File: config.mk
export PLATFORM = sky130hd
export DESIGN_NAME = bi_decoder
export DESIGN_NICKNAME = d
export VERILOG_FILES = /design/src/rtl/bi_decoder.sv
export SDC_FILE = /design/constraint.sdc
export NUM_CORES = 1
export LEC_CHECK = 0
export BUFFER_PORTS_ARGS = -buffer_cell sky130_fd_sc_hd__buf_2
export CORE_MARGIN = 4
export CORE_UTILIZATION = 55
export CTS_CLUSTER_DIAMETER = 200
export DETAILED_ROUTE_END_ITERATION = 10
export PLACE_DENSITY = 0.79
export SLEW_MARGIN = 5
export SYNTH_ARGS = -nofsm -noshare
export SYNTH_HDL_FRONTEND = slang
export SYNTH_SLANG_ARGS = --single-unit
File: constraint.sdc
create_clock -name clk_i -period 3.8 [get_ports clk_i]
set_input_delay 0.19 -clock clk_i [delete_from_list [all_inputs] [get_ports clk_i]]
set_output_delay 0.19 -clock clk_i [all_outputs]
set_load 0.01 [all_outputs]
File: src/rtl/bi_decoder.sv
// Bus-invert flit decoder: restores per-lane payloads, buffers them in a
// 2-entry valid/ready queue and keeps per-lane inversion statistics.
module bi_decoder #(
    parameter int LANES  = 2,
    parameter int LANE_W = 16,
    parameter int CNT_W  = 16
) (
    input  logic                      clk_i,
    input  logic                      rst_i,
    input  logic                      in_valid_i,
    output logic                      in_ready_o,
    input  logic [LANES*LANE_W-1:0]   in_flit_i,
    output logic                      out_valid_o,
    input  logic                      out_ready_i,
    output logic [LANES*LANE_W-1:0]   out_data_o,
    output logic [LANES-1:0]          out_inv_o,
    input  logic                      clear_stats_i,
    output logic [LANES*CNT_W-1:0]    inv_count_o,
    output logic [CNT_W-1:0]          flit_count_o
);

    localparam int FLIT_W = LANES * LANE_W;

    logic [FLIT_W-1:0]             data_q [2];
    logic [LANES-1:0]              inv_q  [2];
    logic                          wr_ptr_q, rd_ptr_q;
    logic [1:0]                    count_q, count_d;
    logic [CNT_W-1:0]              flit_cnt_q, flit_cnt_d;
    logic [LANES-1:0][CNT_W-1:0]   inv_cnt_q, inv_cnt_d;

    logic [FLIT_W-1:0]             dec_data;
    logic [LANES-1:0]              dec_inv;
    logic                          push, pop;

    // The original lane MSB is never transmitted, so the restored MSB is 0.
    always_comb begin
        dec_data = '0;
        dec_inv  = '0;
        for (int k = 0; k < LANES; k++) begin
            dec_inv[k] = in_flit_i[k*LANE_W + LANE_W-1];
            dec_data[k*LANE_W +: LANE_W] =
                {1'b0, in_flit_i[k*LANE_W +: LANE_W-1] ^ {(LANE_W-1){dec_inv[k]}}};
        end
    end

    // in_ready looks only at registered occupancy, never at out_ready.
    assign in_ready_o   = (count_q != 2'd2);
    assign out_valid_o  = (count_q != 2'd0);
    assign out_data_o   = data_q[rd_ptr_q];
    assign out_inv_o    = inv_q[rd_ptr_q];
    assign inv_count_o  = inv_cnt_q;
    assign flit_count_o = flit_cnt_q;

    assign push = in_valid_i && in_ready_o;
    assign pop  = out_valid_o && out_ready_i;

    always_comb begin
        count_d = count_q;
        case ({push, pop})
            2'b10:   count_d = count_q + 2'd1;
            2'b01:   count_d = count_q - 2'd1;
            default: count_d = count_q;
        endcase
    end

    // Clear wins over a coincident push; the pushed flit is still queued.
    always_comb begin
        flit_cnt_d = flit_cnt_q;
        inv_cnt_d  = inv_cnt_q;
        if (clear_stats_i) begin
            flit_cnt_d = '0;
            inv_cnt_d  = '0;
        end else if (push) begin
            flit_cnt_d = flit_cnt_q + CNT_W'(1);
            for (int k = 0; k < LANES; k++) begin
                if (dec_inv[k] && (inv_cnt_q[k] != {CNT_W{1'b1}}))
                    inv_cnt_d[k] = inv_cnt_q[k] + CNT_W'(1);
            end
        end
    end

    always_ff @(posedge clk_i or posedge rst_i) begin
        if (rst_i) begin
            for (int i = 0; i < 2; i++) begin
                data_q[i] <= '0;
                inv_q[i]  <= '0;
            end
            wr_ptr_q   <= 1'b0;
            rd_ptr_q   <= 1'b0;
            count_q    <= 2'd0;
            flit_cnt_q <= '0;
            inv_cnt_q  <= '0;
        end else begin
            if (push) begin
                data_q[wr_ptr_q] <= dec_data;
                inv_q[wr_ptr_q]  <= dec_inv;
                wr_ptr_q         <= ~wr_ptr_q;
            end
            if (pop)
                rd_ptr_q <= ~rd_ptr_q;
            count_q    <= count_d;
            flit_cnt_q <= flit_cnt_d;
            inv_cnt_q  <= inv_cnt_d;
        end
    end

endmodule

-- Word level (Yosys, flattened, before mapping)
Cells that the tools add are included.
- output and inout bits: 84
- input port bits: 37
- register bits: 120
- logic and storage cells: 60
- eq/ne operators: 5
- add/sub/neg operators: 5
- bitwise logic cells: 6
- multiplexer cells: 19
- reduce and logical (&&, ||, !) cells: 12
- $lt $le $gt $ge: 3
- operator list (kind ; number):
    2-to-1 mux 32 bit ; 6
    bitwise mux 64 bit ; 1
    2-to-1 mux 16 bit ; 4
    adder 16 x 1 -> 16 bit (second input constant) ; 3
    demux 32 bit (select 1 bit) ; 1
    != test 16 bit (second input constant) ; 2
    XOR 15 bit ; 2
    nonzero test 2 bit ; 5
    2-to-1 mux 2 bit ; 4
    logical AND 1 bit ; 5
    bitwise mux 4 bit ; 1
    greater-or-equal comparator 2 bit (second input constant) ; 2
    inverter 1 -> 2 bit ; 2
    one-hot mux 2 bit (2 select lines) ; 1
    AND reduction 2 bit ; 2
    adder 2 x 1 -> 2 bit (second input constant) ; 1
    demux 2 bit (select 1 bit) ; 1
    equality test 2 x 1 -> 1 bit (second input constant) ; 1
    equality test 2 bit (second input constant) ; 1
    less-than comparator 2 x 1 -> 1 bit (second input constant) ; 1
    != test 2 bit (second input constant) ; 1
    inverter 1 bit ; 2
    subtractor 2 x 1 -> 2 bit (second input constant) ; 1

-- Longest topological paths before layout
Gate-level depths: netlist of the first run.
- word-level depth: 6
- depth in mapped cells: 7
- mapped depth without buffers: 7

-- Worst setup path before layout of the first run
No wires, ideal clock.
- path type: flip-flop to flip-flop
- from: register flit_cnt_q[6] (netlist: flit_count_o[6])
- to: register flit_cnt_q[13] (netlist: flit_count_o[13])
- path buffers: 1
- setup time: 0.077 ns
- cell stages (with the launch flop): 6
- arrival time: 1.879 ns
- period minus slack after synthesis: 1.956 ns
- data required time: 3.723 ns
- slack: 1.844 ns
- cells stage by stage: dfrtp_1 > nand4_4 > or4b_1 > buf_2 > or4_1 > a21oi_1
- longest elaborated chain between the ends: 3
- ends and longest elaborated chain (item ; RTL line ; RTL):
    start, declared ; 28 ; logic [CNT_W-1:0] flit_cnt_q, flit_cnt_d;
    start signal, assigned ; 102 ; flit_cnt_q <= flit_cnt_d;
    adder 16 x 1 -> 16 bit ; 74 ; flit_cnt_d = flit_cnt_q + CNT_W'(1);
    2-to-1 mux 16 bit ; 73 ; end else if (push) begin
    2-to-1 mux 16 bit ; 70 ; if (clear_stats_i) begin
No other way between the ends. The select of a mux whose other input is x is not followed.
A chain may end at the register's enable or synchronous reset.

-- Worst setup path in the final report of the first run
- from: register count_q[1]
- to: register data_q[49] in the netlist's numbering
- longest elaborated chain between the ends: 2
- ends and longest elaborated chain (item ; RTL line ; RTL):
    start, declared ; 27 ; logic [1:0] count_q, count_d;
    start signal, assigned ; 101 ; count_q <= count_d;
    != test 2 bit ; 47 ; assign in_ready_o = (count_q != 2'd2);
    logical AND 1 bit ; 54 ; assign push = in_valid_i && in_ready_o;
    end signal, assigned by index ; 95 ; data_q[wr_ptr_q] <= dec_data;
    end, declared ; 24 ; logic [FLIT_W-1:0] data_q [2];
No other way between the ends.

==> metrics.md, run 1 <==
| Metric | Value |
|---|---|
| CP cell instances | nor2b_2 -> inv_1 -> nand2_1 -> nor2_4 -> buf_4 -> mux2i_1 |
| Most frequent cells after synthesis | dfrtp_1 (116), a21oi_1 (54), nand2_1 (44) |
| WL/cell | 16.86 um |
| Slew @ Worst Pin | 923.1 ps |
| Slowest CP cell | nor2_4 |
| Critical Path RT | 4240 ps |
| Area Overhead vs Synth | 23.68% |
| GRT Overall Usage | 23.37% |
| Hold Crit Depth | 3 |
| Setup TNS | 0 ps |
| Async S/R FF share, synth | 100.0% |
| Hold WS | 11.63 ps |
| Synthesis Warnings | 0 |
| Area leader, netlist | dfrtp_1 |
| Largest net degree at the start of global routing | 74 |
| Post-Syn Area | 5892 um2 |
| Primary FF master, synth | dfrtp_1 |
| Clock latency at the later pin of the worst-skew pair | 520 ps |
| Max incr delay on CP | 780 ps |
| Seq cells post-synth | 116 |
| Post-CTS resize count | 0 |
| Worst-path clk slew | 60 ps |
| Post-synth EDFFs | 0 |
| Mean post-synth cell area | 10.04 um2 |
| First-pass GRT wire length | 23.74 mm |
| Number of core rows | 37 |
| Tmin final | 2651 ps |
| Clock tree root buffer cell | clkbuf_8 |
| Final WL | 14.48 mm |
| P_leak | 3.276 nW |
| Post-CTS setup buffers | 0 |
| Placement Setup Slack | 1183 ps |
| RSZ-0062 raised after global routing | no |
| Critical Setup Path Class | reg -> reg |
| Power Total | 5.048 mW |
| Status | finished, final reports clean |
| VDD IR max | 0.3625 mV |
| Comb power frac | 32.5% |
| Vias in the first global route | 4900 |
| Pwr/cell area | 692.8 nW/um2 |
| Vias | 5027 |
| DRT iter0 DRCs | 410 |
| Switching power | 1.677 mW |
| Final Cycle Share | 69.76% |
| Final-report max-slew violation count | 0 |
| Inserted Diodes | 0 |
| Final setup violation count | 0 |
| Core area | 10370 um2 |
| Vias per cell | 5.852 |
| DRC | 0 |
| Final hold violations | 0 |
| Routability congestion estimate | 0.8428 |
| Register share of total power | 36.3% |
| Post-synthesis cell count | 587 |
| Num CTS Buffers | 17 |
| Share of the synthesized area in the top cell type | 49.27% |
| Register area share after synthesis | 49.27% |
| Reg2reg start | count_q[1] |
| Sw Ratio | 33.22% |
| Gr ovfl total | 0 |
| TritonCTS sink count | 116 |
| Chip Width | 111.5 um |
| Internal Power | 3.371 mW |
| CP Launch Type | register |
| Util after Layout | 70.27% |
| Most common cell in the netlist | dfrtp_1 |
| Worst-path fanout max | 27 |
| F_max | 377.2 MHz |
| DP HPWL | 9.524 mm |
| CTS H-Tree Depth | 4 |
| CP Launch Point | count_q[1] |
| IO Port Bufs | 118 |
| Synth unique cells | 38 |
| Crit path capture type | register |
| Initial Util | 56.82% |
| Leading post-synthesis cells by cell area | dfrtp_1 (49%), mux2_2 (7.6%), a21oi_1 (4.6%) |
| Hold Crit Class | in -> reg |
| Initial antenna violation count | 0 |
| Clk buf depth | 2 |
| Maxcap violations | 0 |
| Reg2reg path depth | 6 |
| Antenna-violating nets left | 0 |
| Die height | 111.5 um |
| Critical path arrival | 3090 ps |
| Slew HR | 38.31% |
| Hold_sp | in_flit_i[13] |
| Final WS setup | 1149 ps |
| Number of top-level pins | 121 |
| First drt pass iteration count | 8 |
| Die area | 12430 um2 |
| Fraction of layout cells with a size suffix above 1 | 28.22% |
| Clock power frac | 31.3% |
| CTS tree | built |
| Clock Skew | 13.56 ps |
| Layout Nets | 751 |
-- timing repair --
item                       in CTS  in global routing
hold buffers                   12                  0
setup endpoints to repair       0                  0
hold endpoints to repair       89                  0
-- critical path, delay by kind of cell (launching register included) --
kind | cells | cell delay [ps]
buf+inv | 2 | 660
flops | 1 | 400
simple gates | 3 | 1290
mux | 1 | 210
-- per-layer routing --
metal	vias to the layer above	track usage (%)	routed length [um]
met4	0	8.678	308
met2	199	37.64	7080
met5	-	0	0
li1	2346	-	-
met3	30	5.652	913
met1	2452	30.94	6176
-- final cells by class --
class,count,area [um2]
Multi-Input combinational cell,408,2740
Sequential cell,116,2903
Tap cell,136,170.2
Clock buffer,20,435.4
Clock inverter,12,156.4
Fill cell,772,3083
Timing Repair Buffer,138,770.7
Inverter,29,111.4
-- cells in the final DEF, fill, tap and decap left out, types with 6 or more instances in the layout --
cell             n
or4_1           23
buf_2          118
nor4_1           9
xor2_1          16
nor2_1          35
buf_4            8
and3_1           6
mux2i_1         21
mux2_2          40
o31ai_1         22
clkbuf_16       16
nand4_1         19
dfrtp_1        116
o21ai_0         33
xnor2_1         25
nand3_1         17
inv_1           28
dlygate4sd3_1   12
nand2_1         44
or3_1           12
a21oi_1         54
-- power by group through the flow --
| stage | logic (mW) | registers [mW] | clock network [mW] |
|---|---|---|---|
| 5_1_grt | 1.79 | 1.87 | 1.66 |
| 3_3_place_gp | 1.56 | 1.82 | 0 |
| 3_5_place_dp | 1.62 | 1.84 | 0 |
| 6_report | 1.64 | 1.83 | 1.58 |
| 4_1_cts | 1.64 | 1.83 | 1.59 |
| 2_1_floorplan | 1.13 | 1.77 | 0 |
-- cells by family after synthesis --
| kind of cell | share of synthesized area (%) |
|---|---|
| AND/OR/NAND/NOR | 16.99 |
| flip-flops | 49.27 |
| AO/OA/AOI/OAI | 11.09 |
| buffers and inverters | 4.438 |
| multiplexers | 11.21 |
| XOR/XNOR | 6.095 |
| adder cells (fa/ha/maj) | 0.8495 |
| other | 0.06365 |
-- sequential cells by signal, summed over array words and instances (netlist names) --
register	flops
count_q	2
data_q	60
wr_ptr_q	1
inv_count_o	32
inv_q	4
rd_ptr_q	1
flit_count_o	16
-- per-stage QoR --
stage	std cells	instance area [um2]
finish	859	7287
global route	859	7287
CTS	859	7287
detailed placement	815	6575
global placement	815	6575
floorplan	588	5896
-- final timing paths --
path / to / slack, ps
worst max-delay path: data_q[49] / 1150
worst max register to register: data_q[49] / 1150
min in group asynchronous: inv_count_o[14] / 430
max in group asynchronous: data_q[40] / 2500
worst min register to register: data_q[27] / 500
worst min-delay path: data_q[45] / 10
No activity file was read; power rests on OpenSTA's default activity.
==> run 2, diff against run 1 <==
--- a/config.mk
+++ b/config.mk
@@ -5,12 +5,13 @@
 export SDC_FILE = /design/constraint.sdc
 export NUM_CORES = 1
 export LEC_CHECK = 0
+export ABC_AREA = 1
 export BUFFER_PORTS_ARGS = -buffer_cell sky130_fd_sc_hd__buf_2
 export CORE_MARGIN = 4
-export CORE_UTILIZATION = 55
+export CORE_UTILIZATION = 50
 export CTS_CLUSTER_DIAMETER = 200
 export DETAILED_ROUTE_END_ITERATION = 10
-export PLACE_DENSITY = 0.79
+export PLACE_DENSITY = 0.75
 export SLEW_MARGIN = 5
 export SYNTH_ARGS = -nofsm -noshare
 export SYNTH_HDL_FRONTEND = slang
==> constraint.sdc (replaced) <==
create_clock -name clk_i -period 2.1 [get_ports clk_i]
set_input_delay 0.105 -clock clk_i [delete_from_list [all_inputs] [get_ports clk_i]]
set_output_delay 0.105 -clock clk_i [all_outputs]
set_load 0.01 [all_outputs]
==> run 2 against run 1 <==
Effect of this change:
- via count is 15% higher
- wire length is 4.1% higher
- sequential power is 78% higher
- sequential share of layout area is 3.5 points lower
- power is 85% higher
- core utilization is 4.2 points lower
- worst setup slack worse by 840 ps
==> metrics.md, run 2 <==
| Metric | Value |
|---|---|
| Hold Crit Class | in -> reg |
| Most frequent cells after synthesis | nand2_1 (315), dfrtp_1 (116), o21ai_0 (77) |
| Reg2reg start | inv_count_o[16] |
| Num CTS Buffers | 17 |
| Clock tree root buffer cell | clkbuf_16 |
| DRC | 0 |
| Critical path arrival | 1690 ps |
| GRT Overall Usage | 21.99% |
| CTS tree | built |
| Post-CTS resize count | 0 |
| Util after Layout | 66.06% |
| Post-synth EDFFs | 0 |
| DRT iter0 DRCs | 449 |
| Internal Power | 6.302 mW |
| Synth unique cells | 29 |
| Most common cell in the netlist | nand2_1 |
| First-pass GRT wire length | 25.60 mm |
| Mean post-synth cell area | 7.569 um2 |
| Max FFs per register | 60 |
| WL/cell | 13.07 um |
| Maxcap violations | 0 |
| Post-synthesis cell count | 826 |
| Seq cells post-synth | 116 |
| Layout Nets | 1013 |
| Routability congestion estimate | 0.8518 |
| Gr ovfl total | 0 |
| Switching power | 3.062 mW |
| Most common cell after layout, fill and taps aside | nand2_1 |
| TritonCTS sink count | 116 |
| Clock latency at the later pin of the worst-skew pair | 410 ps |
| CP cell instances | buf_12 -> o21ai_0 -> buf_2 |
| RSZ-0062 raised after global routing | no |
| Sw Ratio | 32.70% |
| Primary FF master, synth | dfrtp_1 |
| Register area share after synthesis | 46.43% |
| Chip Width | 119.8 um |
| Slowest CP cell | dfrtp_2 |
| Post-CTS setup buffers | 0 |
| Critical Setup Path Class | reg -> out |
| Share of the synthesized area in the top cell type | 46.43% |
| P_leak | 4.106 nW |
| Area leader, netlist | dfrtp_1 |
| Core area | 12110 um2 |
| Leading post-synthesis cells by cell area | dfrtp_1 (46%), nand2_1 (19%), o21ai_0 (6.2%) |
| Vias per cell | 5.014 |
| Initial antenna violation count | 0 |
| IO Port Bufs | 118 |
| Worst R2R End | inv_count_o[23] |
| CP Launch Type | register |
| CP Launch Point | rd_ptr_q |
| Reg with most FFs | data_q |
| Synthesis Warnings | 0 |
| Largest net degree at the start of global routing | 83 |
| Worst reg2reg setup slack | 350 ps |
| Max incr delay on CP | 580 ps |
| Pwr/cell area | 1170 nW/um2 |
| First drt pass iteration count | 5 |
| Clock Skew | 7.785 ps |
| Fin cells | 1153 |
| Worst-path clk slew | 50 ps |
| Die area | 14360 um2 |
| Area Overhead vs Synth | 27.98% |
| Crit path to | out_data_o[6] |
| Number of core rows | 40 |
| VDD IR max | 0.7757 mV |
| Final WL | 15.08 mm |
| Worst-path fanout max | 27 |
| Fraction of layout cells with a size suffix above 1 | 18.78% |
| Crit path capture type | output pin |
| Final-report max-slew violation count | 0 |
| Setup TNS | 0 ps |
| Vias in the first global route | 5376 |
| Comb power frac | 29.2% |
| Final Cycle Share | 85.30% |
| Commonest cells after routing, fill and taps aside | nand2_1 (315), buf_2 (118), dfrtp_1 (115) |
| Die height | 119.8 um |
| Antenna-violating nets left | 0 |
| Post-Place Cells | 1092 |
| Tmin final | 1791 ps |
| Clock power frac | 36.1% |
| Status | finished, final reports clean |
| Post-Syn Area | 6252 um2 |
| Final setup violation count | 0 |
| DP HPWL | 9.764 mm |
| Vias | 5781 |
| Reg2reg path depth | 9 |
| Final hold violations | 0 |
| Number of top-level pins | 121 |
| Inserted Diodes | 0 |
| Hold Crit Depth | 4 |
| F_max | 558.3 MHz |
| Initial Util | 51.62% |
| Async S/R FF share, synth | 100.0% |
| Clk buf depth | 2 |
| CTS H-Tree Depth | 4 |
| Critical Path RT | 2000 ps |
| Register share of total power | 34.7% |
==> run 2: worst min path at each step <==
| stage | slack (ps) | startpoint | endpoint |
|---|---|---|---|
| finish | 10 | in_flit_i[1] | data_q[1] |
| global route | 10 | in_flit_i[1] | data_q[1] |
| CTS | 5 | in_flit_i[1] | data_q[1] |
| detailed placement | 290 | rst_i | flit_count_o[1] |
| global placement | 280 | rst_i | flit_count_o[1] |
| floorplan | 170 | clear_stats_i | flit_count_o[1] |
==> run 2: what timing repair did <==
| item | in CTS | in global routing |
|---|---|---|
| hold endpoints to repair | 157 | 0 |
| hold buffers | 29 | 0 |
| endpoints found under the setup margin | 0 | 0 |
==> run 2: metrics by stage <==
stage	power [mW]	worst slack (ps)	hold slack (ps)	area, um2
after floorplan	4.988	476.3	168.1	6260
after global placement	5.907	453.1	282.1	7017
after detailed placement	5.967	373.6	285.4	7017
after CTS	9.448	326.5	4.688	8001
after global routing	9.991	167.0	12.20	8001
final	9.364	308.8	10.97	8001
==> run 2: metal layers <==
layer  vias up  share of wire, %  track usage, %
li1       2909                 -               -
met1      2677                45           29.05
met2       177                48           35.06
met3        18               6.3           6.126
met4         0               1.0           7.373
met5         -                 0               0
==> run 2: final cells by class <==
type,count,area [um2]
fillers,1007,4110
flip-flops and latches,116,2904
inverters,75,285.3
multi-input cells,602,2892
clock inverters,8,192.7
clock buffers,24,501.7
repair buffers,160,1016
well taps,168,210.2
==> run 2: logic make-up (layout without fill, tap and decap cells) <==
family	Yosys count	after routing	synth area share (%)
fa+ha+maj	4	4	0.8005
buf+inv	109	267	7.464
compound gates	94	94	7.905
flops	116	116	46.43
other cells	1	2	0.05998
simple gates	464	464	32.02
xor+xnor	38	38	5.323
==> run 2: critical path, delay by kind of cell, from the launching register on <==
kind	cells	cell delay, ps
AO/OA/AOI/OAI	1	260
flip-flops	1	580
buffers and inverters	2	430
==> run 2: power groups by stage <==
stage	clock network [mW]	registers [mW]	logic (mW)
after floorplan	0	3.14	1.84
after global routing	3.55	3.33	3.11
after global placement	0	3.26	2.65
after CTS	3.44	3.25	2.76
after detailed placement	0	3.27	2.70
final	3.38	3.25	2.74
